### src/rtl/mem_arbiter.sv
// Two-port memory arbiter: rcpu core (port 0) and DMA (port 1) share one bus.
// Build option: MEMARB_ROUND_ROBIN_EN selects round-robin on conflicts.
module mem_arbiter #(
  parameter int N       = 32,
  parameter int M       = 16,
  parameter int TIMEOUT = 64
) (
  input  logic         clk,
  input  logic         rst,
  input  logic [N-1:0] cpuAddr,
  input  logic [M-1:0] cpuWData,
  input  logic         cpuRE,
  input  logic         cpuWE,
  output logic         cpuReady,
  output logic [M-1:0] cpuRData,
  input  logic [N-1:0] dmaAddr,
  input  logic [M-1:0] dmaWData,
  input  logic         dmaRE,
  input  logic         dmaWE,
  output logic         dmaReady,
  output logic [M-1:0] dmaRData,
  output logic [N-1:0] memAddr,
  output logic [M-1:0] memWrite,
  output logic         memRE,
  output logic         memWE,
  input  logic         memAck,
  input  logic [M-1:0] memRead,
  output logic         grant,
  output logic         busy,
  output logic         busErr
);

  typedef enum logic {IDLE, BUSY} state_t;

  localparam logic [7:0] LP_LIM = 8'(TIMEOUT - 1);

  state_t     r_state;
  state_t     w_next;
  logic       r_grant;
  logic [7:0] r_wdog;

  logic w_cpuReq;
  logic w_dmaReq;
  logic w_anyReq;
  logic w_busy;
  logic w_win;
  logic w_sel;
  logic w_act;
  logic w_ack;
  logic w_tmo;
  logic w_done;
  logic w_sre;
  logic w_swe;
  logic [M-1:0] w_rdata;

`ifdef MEMARB_ROUND_ROBIN_EN
  logic r_last;
`endif

  assign w_cpuReq = cpuRE | cpuWE;
  assign w_dmaReq = dmaRE | dmaWE;
  assign w_anyReq = w_cpuReq | w_dmaReq;
  assign w_busy   = (r_state == BUSY);

  // Pick the IDLE-cycle winner among the requesting ports
  always_comb begin
    w_win = 1'b0;
`ifdef MEMARB_ROUND_ROBIN_EN
    if (w_cpuReq && w_dmaReq)
      w_win = ~r_last;
    else
      w_win = w_dmaReq;
`else
    w_win = ~w_cpuReq & w_dmaReq;
`endif
  end

  // Owner in BUSY is the registered grant; in IDLE the fresh winner
  assign w_sel  = w_busy ? r_grant : w_win;
  assign w_act  = rst & (w_busy | w_anyReq);
  assign w_ack  = w_act & memAck;
  assign w_tmo  = rst & w_busy & (r_wdog == LP_LIM) & ~memAck;
  assign w_done = w_ack | w_tmo;
  assign w_sre  = w_sel ? dmaRE : cpuRE;
  assign w_swe  = w_sel ? dmaWE : cpuWE;

  // Route the owner's request onto the memory bus; write beats read
  always_comb begin
    memAddr  = '0;
    memWrite = '0;
    memRE    = 1'b0;
    memWE    = 1'b0;
    if (w_act) begin
      memAddr  = w_sel ? dmaAddr : cpuAddr;
      memWrite = w_sel ? dmaWData : cpuWData;
      memWE    = ~w_tmo & w_swe;
      memRE    = ~w_tmo & w_sre & ~w_swe;
    end
  end

  // Completion data: memory data on ack, all-ones on abort
  always_comb begin
    w_rdata = '0;
    if (w_ack)
      w_rdata = memRead;
    else if (w_tmo)
      w_rdata = '1;
  end

  assign cpuReady = w_done & ~w_sel;
  assign dmaReady = w_done & w_sel;
  assign cpuRData = w_rdata;
  assign dmaRData = w_rdata;
  assign grant    = r_grant;
  assign busy     = w_busy;
  assign busErr   = w_tmo;

  // State register
  always_ff @(posedge clk or negedge rst) begin
    if (!rst)
      r_state <= IDLE;
    else
      r_state <= w_next;
  end

  // Next state: zero-wait acks complete without leaving IDLE
  always_comb begin
    w_next = r_state;
    unique case (r_state)
      IDLE: if (w_anyReq && !memAck) w_next = BUSY;
      BUSY: if (w_done) w_next = IDLE;
      default: w_next = IDLE;
    endcase
  end

  // Grant capture and watchdog count
  always_ff @(posedge clk or negedge rst) begin
    if (!rst) begin
      r_grant <= 1'b0;
      r_wdog  <= '0;
    end else if (!w_busy) begin
      r_wdog <= '0;
      if (w_anyReq)
        r_grant <= w_win;
    end else if (!memAck) begin
      r_wdog <= r_wdog + 8'd1;
    end
  end

`ifdef MEMARB_ROUND_ROBIN_EN
  // Remember the last winner so conflicts alternate
  always_ff @(posedge clk or negedge rst) begin
    if (!rst)
      r_last <= 1'b1;
    else if (!w_busy && w_anyReq)
      r_last <= w_win;
  end
`endif

endmodule
### config.mk
export PLATFORM = sky130hd
export DESIGN_NAME = mem_arbiter
export DESIGN_NICKNAME = d
export VERILOG_FILES = /design/src/rtl/mem_arbiter.sv
export SDC_FILE = /design/constraint.sdc
export NUM_CORES = 1
export LEC_CHECK = 0
export CAP_MARGIN = 5
export CORE_MARGIN = 10
export CORE_UTILIZATION = 36
export DETAILED_ROUTE_END_ITERATION = 6
export GPL_TIMING_DRIVEN = 0
export MAX_ROUTING_LAYER = met4
export PLACE_DENSITY = 0.95
export SYNTH_ARGS = -nofsm -noshare
export SYNTH_HDL_FRONTEND = slang
export SYNTH_SLANG_ARGS = --single-unit
export TNS_END_PERCENT = 1
### constraint.sdc
create_clock -name clk -period 2.81 [get_ports clk]
set_input_delay 0.562 -clock clk [delete_from_list [all_inputs] [get_ports clk]]
set_output_delay 0.562 -clock clk [all_outputs]
set_load 0.1 [all_outputs]
# Word-level counts from Yosys, hierarchy flattened
# Index checks and enable logic that the tools add are counted.
[op_classes]
n_addsub = 1
n_reduce_logical = 3
bitwise = 22
mux = 16
eq_ne = 2
[op_table]
columns = ["operator", "count"]
rows = [
  ["$mux W16", 4],
  ["$mux W32", 2],
  ["$mux W8", 2],
  ["$and A1 B1 Y1", 11],
  ["$add A8 B1 Y8 const B", 1],
  ["$eq A8 B6 Y1 const B", 1],
  ["$mux W1", 7],
  ["$not A1 Y1", 6],
  ["$or A1 B1 Y1", 5],
  ["$ne A2 B2 Y1 const B", 1],
  ["$pmux W1 S2", 1],
  ["$reduce_and A2 Y1", 1],
  ["$logic_and A1 B1 Y1", 1],
  ["$logic_not A1 Y1", 1],
]
[totals]
register_bits = 10
out_inout_bits = 87

# Depth between registers and ports, before layout
# Gate-level depths: netlist (run 1).
[logic_depth]
depth_word = 8
depth_mapped = 6

# Worst setup path before layout (run 1)
# Ideal clock, no wire load.
[synth_timing]
kind = "register to output"
start = "reg r_state (netlist: busy)"
end = "out memRE"
t_arrival_ps = 3943
slack_ps = -1695
required_time_ps = 2248
stages_incl_launch_ff = 7
cell_sequence = "dfrtp_1 buf_4 and2_1 buf_2 buf_4 o21ai_1 a211oi_1"
[synth_via]
elab_chain_cells = 7
word_cells_on_any_way = 13
[synth_lines]
columns = ["element", "line", "source"]
rows = [
  ["from (decl)", "37", "state_t r_state;"],
  ["from (signal assigned)", "123", "r_state <= w_next;"],
  ["$and A1 B1 Y1 (3 in series)", "82", "assign w_tmo = rst & w_busy & (r_wdog == LP_LIM) & ~memAck;"],
  ["$not A1 Y1", "97", "memRE = ~w_tmo & w_sre & ~w_swe;"],
  ["$and A1 B1 Y1 (2 in series)", "97", ""],
  ["$mux W1 (*)", "93", "if (w_act) begin"],
  ["to (decl)", "24", "output logic memRE,"],
]
# Every way passes the cells marked *; elsewhere a longest branch is shown, timed or not.

# Worst setup path in the final report (run 1)
[layout_timing]
start = "in cpuWE"
end = "out memWrite[14]"
[layout_via]
elab_chain_cells = 6
word_cells_on_any_way = 9
[layout_lines]
columns = ["element", "line", "source"]
rows = [
  ["from (decl)", "13", "input logic cpuWE,"],
  ["$or A1 B1 Y1 (*)", "60", "assign w_cpuReq = cpuRE | cpuWE;"],
  ["$not A1 Y1", "74", "w_win = ~w_cpuReq & w_dmaReq;"],
  ["$and A1 B1 Y1", "74", ""],
  ["$mux W1", "79", "assign w_sel = w_busy ? r_grant : w_win;"],
  ["$mux W16", "95", "memWrite = w_sel ? dmaWData : cpuWData;"],
  ["$mux W16 (*)", "93", ""],
  ["to (decl)", "23", "output logic [M-1:0] memWrite,"],
]
# Marked as above.

==> results of run 1 <==
worst max-delay path by stage:
stage | from | endpoint
6_report | cpuWE | memWrite[14]
5_1_grt | cpuWE | memWrite[14]
4_1_cts | cpuWE | memWrite[13]
3_5_place_dp | rst | dmaRData[7]
3_3_place_gp | rst | dmaRData[7]
2_1_floorplan | grant | memAddr[1]
per-stage QoR:
step	instance area, um2	utilization, %	hold WS [ns]	power [mW]
finish	5569	86.71	0.2074	2.773
global route	5569	86.71	0.2236	2.855
CTS	5436	84.65	0.3177	2.685
detailed placement	5291	82.39	0.5658	2.421
global placement	5291	82.39	0.5387	2.384
floorplan	3153	-	0.2664	1.854
routing by layer:
layer  part of all wire [%]  track usage [%]
met4                    4.0            7.918
met2                     51            46.62
met1                     35            26.85
met3                     10            7.422
met5                      0                -
logic make-up (layout without fill, tap and decap cells):
family / count (synthesis) / after routing
AO/OA/AOI/OAI: 129 / 129
XOR/XNOR: 4 / 4
adder cells (fa/ha/maj): 1 / 1
buffers and inverters: 59 / 272
flip-flops: 10 / 10
multiplexers: 1 / 1
other: 0 / 1
AND/OR/NAND/NOR: 127 / 127
registers in the layout, indices dropped and copies added, names as in the netlist:
name and cells:
busy 1, grant 1, r_wdog 8
where the power goes:
| part | internal, mW | switching, mW |
|---|---|---|
| registers | 0.163 | 0.0270 |
| clock network | 0.124 | 0.0617 |
| logic | 0.781 | 1.62 |
| total | 1.07 | 1.70 |
synthesized netlist by cell type (2+ instances only):
| library cell | number | area share (%) |
|---|---|---|
| or3_1 | 2 | 0.52 |
| a21o_1 | 16 | 5.0 |
| nor2_1 | 7 | 1.1 |
| clkbuf_1 | 14 | 2.2 |
| o21ai_0 | 2 | 0.42 |
| dfrtp_1 | 10 | 10 |
| o21ai_1 | 2 | 0.42 |
| xor2_1 | 3 | 1.1 |
| a21oi_1 | 3 | 0.62 |
| nand3_1 | 48 | 10 |
| a31oi_1 | 48 | 12 |
| nand3b_1 | 49 | 15 |
| nand2_1 | 9 | 1.4 |
| a211oi_1 | 2 | 0.62 |
| buf_4 | 22 | 6.9 |
| nand4b_1 | 2 | 0.73 |
| a22oi_1 | 48 | 15 |
| nor2b_1 | 2 | 0.52 |
| nand2b_1 | 2 | 0.52 |
| buf_6 | 7 | 3.3 |
| buf_2 | 15 | 3.1 |
cell usage in the layout, fill, tap and decap left out, drive strengths merged, types with 2 or more instances in the layout:
cell type      synthesis  routed
o41ai                  2       2
xor2                   3       3
buf                   44     127
a21oi                  4       4
dfrtp                 10      10
clkbuf                14      27
nand2                  9       9
nand3                 48      48
a31oi                 48      48
o21ai                  4       4
nor4                   2       2
a21o                  16      16
clkdlybuf4s50          0     114
nand3b                49      49
dlygate4sd2            0       2
a22oi                 48      48
nor2                   7       7
a211oi                 3       3
or3                    2       2
nor2b                  2       2
nand2b                 2       2
nand4b                 3       3
what timing repair did:
item                       in CTS  in global routing
setup endpoints to repair      85                 71
pin swaps                       2                  2
hold endpoints to repair        0                  0
gates cloned                    0                  0
gates resized for setup       585                 48
buffers inserted                5                  0
cell type report:
type / instances / share of cell area [%]
multi-input cells: 262 / 45.76
repair buffers: 209 / 39.16
plain buffers: 58 / 7.729
flip-flops and latches: 10 / 4.516
well taps: 77 / 1.730
clock buffers: 4 / 0.9885
inverters: 1 / 0.06740
diodes: 1 / 0.04493
==> flow_metrics.tcl, run 1 <==
set metrics [dict create \
    die_w_um 101.8 \
    routed_wl_mm 15.17 \
    synth-adder-area-share_pct 0.5192 \
    crit_chain "dlygate4sd2_1 > nor3_4 > buf_4 > clkbuf_4 > nand3_1 > a31oi_4 > buf_8" \
    layout.cells.non_filler 622 \
    worst-r2r-cell-count 5 \
    grt_overflow 0 \
    cp.required_ns 2.25 \
    dp_slack_ns -1.486 \
    clk_path_buf_depth 2 \
    drtIter0Drc 233 \
    crit_type "in -> out" \
    nets 665 \
    numPortBuffers 204 \
    crit_slowest_cell "dlygate4sd2_1" \
    antenna_found_initial 1 \
    ys_warn_count 0 \
    syn_nets 451 \
    fmax_mhz 348.8 \
    fillCellCount 338 \
    cp.depth 7 \
    maxCapViolations 0 \
    setup_tns_ns -0.1083 \
    regArea_um2 251.5 \
    r2r_start "r_wdog[0]" \
    worst_path_largest_cell_delay_ns 0.36 \
    syn_area_um2 2410 \
    first_global_vias 4133 \
    drv_slew 0 \
    cp_max_fo 10 \
    power_leakage_nw 2.111 \
    rr_endpoint "busy" \
    rsz0062_at_grt "yes" \
    clock_latency_ns 0.24 \
    grt_max_degree 14 \
    via_count 3955 \
    rows 29 \
    start_util_pct 37.52 \
    post_drt_wl_per_cell_um 24.38 \
    ctsHoldBuffers 0 \
    vias_per_cell 6.359 \
    cts_made_buffers 3 \
    fin_skew_ns 0.004694 \
    grt.total_usage_pct 25.92 \
    seq_area_frac_synth_pct 10.38 \
    die_h_um 101.8 \
    critPathCaptureType "output pin" \
    yosys.area_share.simple_pct 33.33 \
    synth_cells 331 \
    fin_ws_ns -0.05679 \
    synth_compound_area_share_pct 38.32 \
    drc 0 \
    core_um2 6422 \
    outcome "complete, but fails checks" \
    startpoint_type "input pin" \
    dieArea_um2 10370 \
    ios 206 \
    hold_viol_final 0 \
    multi_input_area_um2 2549 \
    crit_family "buffers and inverters" \
    violations "setup timing" \
    place_inst 612 \
    yosys.cell_types.count 39 \
    async_flop_share_pct 100.0 \
    synth-main-ff-cell "dfrtp_1" \
    ir_drop_v 0.0002945 \
    synth_top_family_by_area "compound AO/OA/AOI/OAI gates" \
    synth-seq-cells 10 \
    cts_tree "built" \
    cts_max_level 1 \
    min_period_ns 2.867 \
    ff2ff_setup_slack_ns 1.20 \
    hp-class "in -> async" \
    tightest_slew_ns 1.007 \
    clkSinkCount 10 \
    synth_xor_area_share_pct 1.454 \
    cts-root-buf "clkbuf_8" \
    slew_headroom_pct 32.66 \
    gp_congestion 0.8522 \
    ant_nets 0 \
    post-route-period-util_pct 102.0 \
    synth_mux_area_share_pct 0.4154 \
    p_per_area_nw_per_um2 497.9 \
    synth_edf_count 0 \
    drive_gt1_share_pct 40.44 \
    dr.pass1.iters 5 \
    synth_area_per_cell_um2 7.280 \
    path_buf_inv 4 \
    grt_pass1_wl_mm 21.28 \
    syn2layout_area_growth_pct 131.1 \
    cts.clk_slew.worst_paths_ns 0.05 \
    place_hpwl_mm 11.40 \
    cp.arrival_ns 2.30 \
    setup_viol_count_final 4 \
]
(Power assumes the default switching activity.)
==> run 2: changes to the inputs <==
==> constraint.sdc (replaced) <==
create_clock -name clk -period 3.42 [get_ports clk]
set_input_delay 0.684 -clock clk [delete_from_list [all_inputs] [get_ports clk]]
set_output_delay 0.684 -clock clk [all_outputs]
set_load 0.1 [all_outputs]
==> run 2 against run 1 <==
The run now ends clean; combinational power decreased by 29%; non-clock buffer count is 3 lower; sequential cell count did not move; power fell by 28%; cell count is 0.64% lower; critical path type unchanged; largest power group unchanged; highest routed layer unchanged.
==> flow_metrics.tcl, run 2 (synthesis results as in run 1) <==
set metrics [dict create \
    outcome "finished clean" \
    place_inst 612 \
    first_global_vias 3803 \
    start_util_pct 37.52 \
    clkSinkCount 10 \
    core_um2 6422 \
    post-route-util_pct 75.88 \
    setup_viol_count_final 0 \
    crit_chain "clkdlybuf4s50_1 > or2_1 > buf_2 > o41ai_4 > buf_6 > a211oi_2 > clkdlybuf4s15_2" \
    clk_path_buf_depth 2 \
    placed_area_um2 4861 \
    p_per_area_nw_per_um2 409.2 \
    cp.arrival_ns 2.72 \
    worst-r2r-cell-count 5 \
    dr.pass1.iters 5 \
    die_h_um 101.8 \
    ctsHoldBuffers 0 \
    startpoint_type "input pin" \
    tightest_slew_ns 0.9985 \
    diodes 0 \
    layout_common_cells "clkdlybuf4s50_1, buf_4, nand3b_1" \
    rsz0062_at_grt "yes" \
    maxCapViolations 0 \
    power_mw 1.994 \
    crit_family "buffers and inverters" \
    setup_tns_ns 0 \
    hp-class "in -> async" \
    gp_congestion 0.8500 \
    nets 662 \
    ff2ff_setup_slack_ns 1.83 \
    crit_slowest_cell "clkdlybuf4s50_1" \
    grt_pass1_wl_mm 19.22 \
    slew_headroom_pct 33.23 \
    regMostFlops "r_wdog" \
    cts_max_level 1 \
    drive_gt1_share_pct 36.04 \
    place_hpwl_mm 10.27 \
    grt_max_degree 14 \
    routed_wl_mm 12.61 \
    r2r_start "r_wdog[0]" \
    drc 0 \
    rows 29 \
    clock_latency_ns 0.23 \
    via_count 3695 \
    ios 206 \
    cts_made_buffers 3 \
    ant_nets 0 \
    layout.cells.non_filler 618 \
    drv_slew 0 \
    ir_drop_v 0.0002718 \
    min_period_ns 3.401 \
    rr_endpoint "busy" \
    post_drt_wl_per_cell_um 20.40 \
    antenna_found_initial 0 \
    hold_viol_final 0 \
    power_leakage_nw 1.979 \
    post-route-period-util_pct 99.43 \
    syn2layout_area_growth_pct 102.2 \
    critPathCaptureType "output pin" \
    drtIter0Drc 154 \
    vias_per_cell 5.979 \
    cts-root-buf "clkbuf_8" \
    numPortBuffers 204 \
    path_buf_inv 4 \
    cp.required_ns 2.74 \
    grt_overflow 0 \
    cts.clk_slew.worst_paths_ns 0.05 \
    die_w_um 101.8 \
    final_area_um2 4873 \
    fin_ws_ns 0.01945 \
    dieArea_um2 10370 \
    crit_type "in -> out" \
    cts_tree "built" \
    cp_max_fo 10 \
    fmax_mhz 294.1 \
    dp_slack_ns -1.123 \
    fin_hold_ws_ns 0.4453 \
    largest_reg_flops 8 \
    worst_path_largest_cell_delay_ns 0.50 \
    mostFrequentLayoutCell "clkdlybuf4s50_1" \
    grt.total_usage_pct 23.16 \
    fin_skew_ns 0.004053 \
]
==> run 2: power breakdown <==
part | leakage (nW) | internal (mW) | total [mW] | switching, mW
clock network | 0.0228 | 0.0816 | 0.127 | 0.0456
logic | 1.82 | 0.510 | 1.71 | 1.20
registers | 0.134 | 0.134 | 0.157 | 0.0221
total | 1.98 | 0.726 | 1.99 | 1.27
==> run 2: routing by layer <==
layer	global-route usage, %	up-vias	share of wire [%]
met3	5.668	18	9.5
met4	5.857	0	1.8
met1	25.65	1762	39
met2	40.81	201	50
li1	-	1714	-
met5	-	-	0
==> run 2: cell type report <==
cell class                 instances  area (um2)
multi-input combinational        262        2102
sequential                        10       251.5
fill                             466        1549
tap                               77       96.34
inverter                           1       3.754
timing repair buffer             206        2001
clock buffer                       4       45.04
buffer                            58       374.1
==> run 2: timing repair <==
action / 4_1_cts / 5_1_grt
gates resized for setup: 466 / 4
pin swaps: 1 / 1
buffers inserted: 2 / 0
setup endpoints to repair: 85 / 68
==> run 2: worst max path at each step <==
stage / start / endpoint / slack (ns) / cells after the start
floorplan: memAck / dmaRData[11] / -0.16 / 6
global placement: rst / dmaRData[8] / -1.05 / 7
detailed placement: rst / dmaRData[8] / -1.12 / 7
CTS: dmaRE / memRE / -0.09 / 7
global route: dmaRE / memRE / -0.02 / 7
finish: dmaRE / memRE / 0.02 / 7
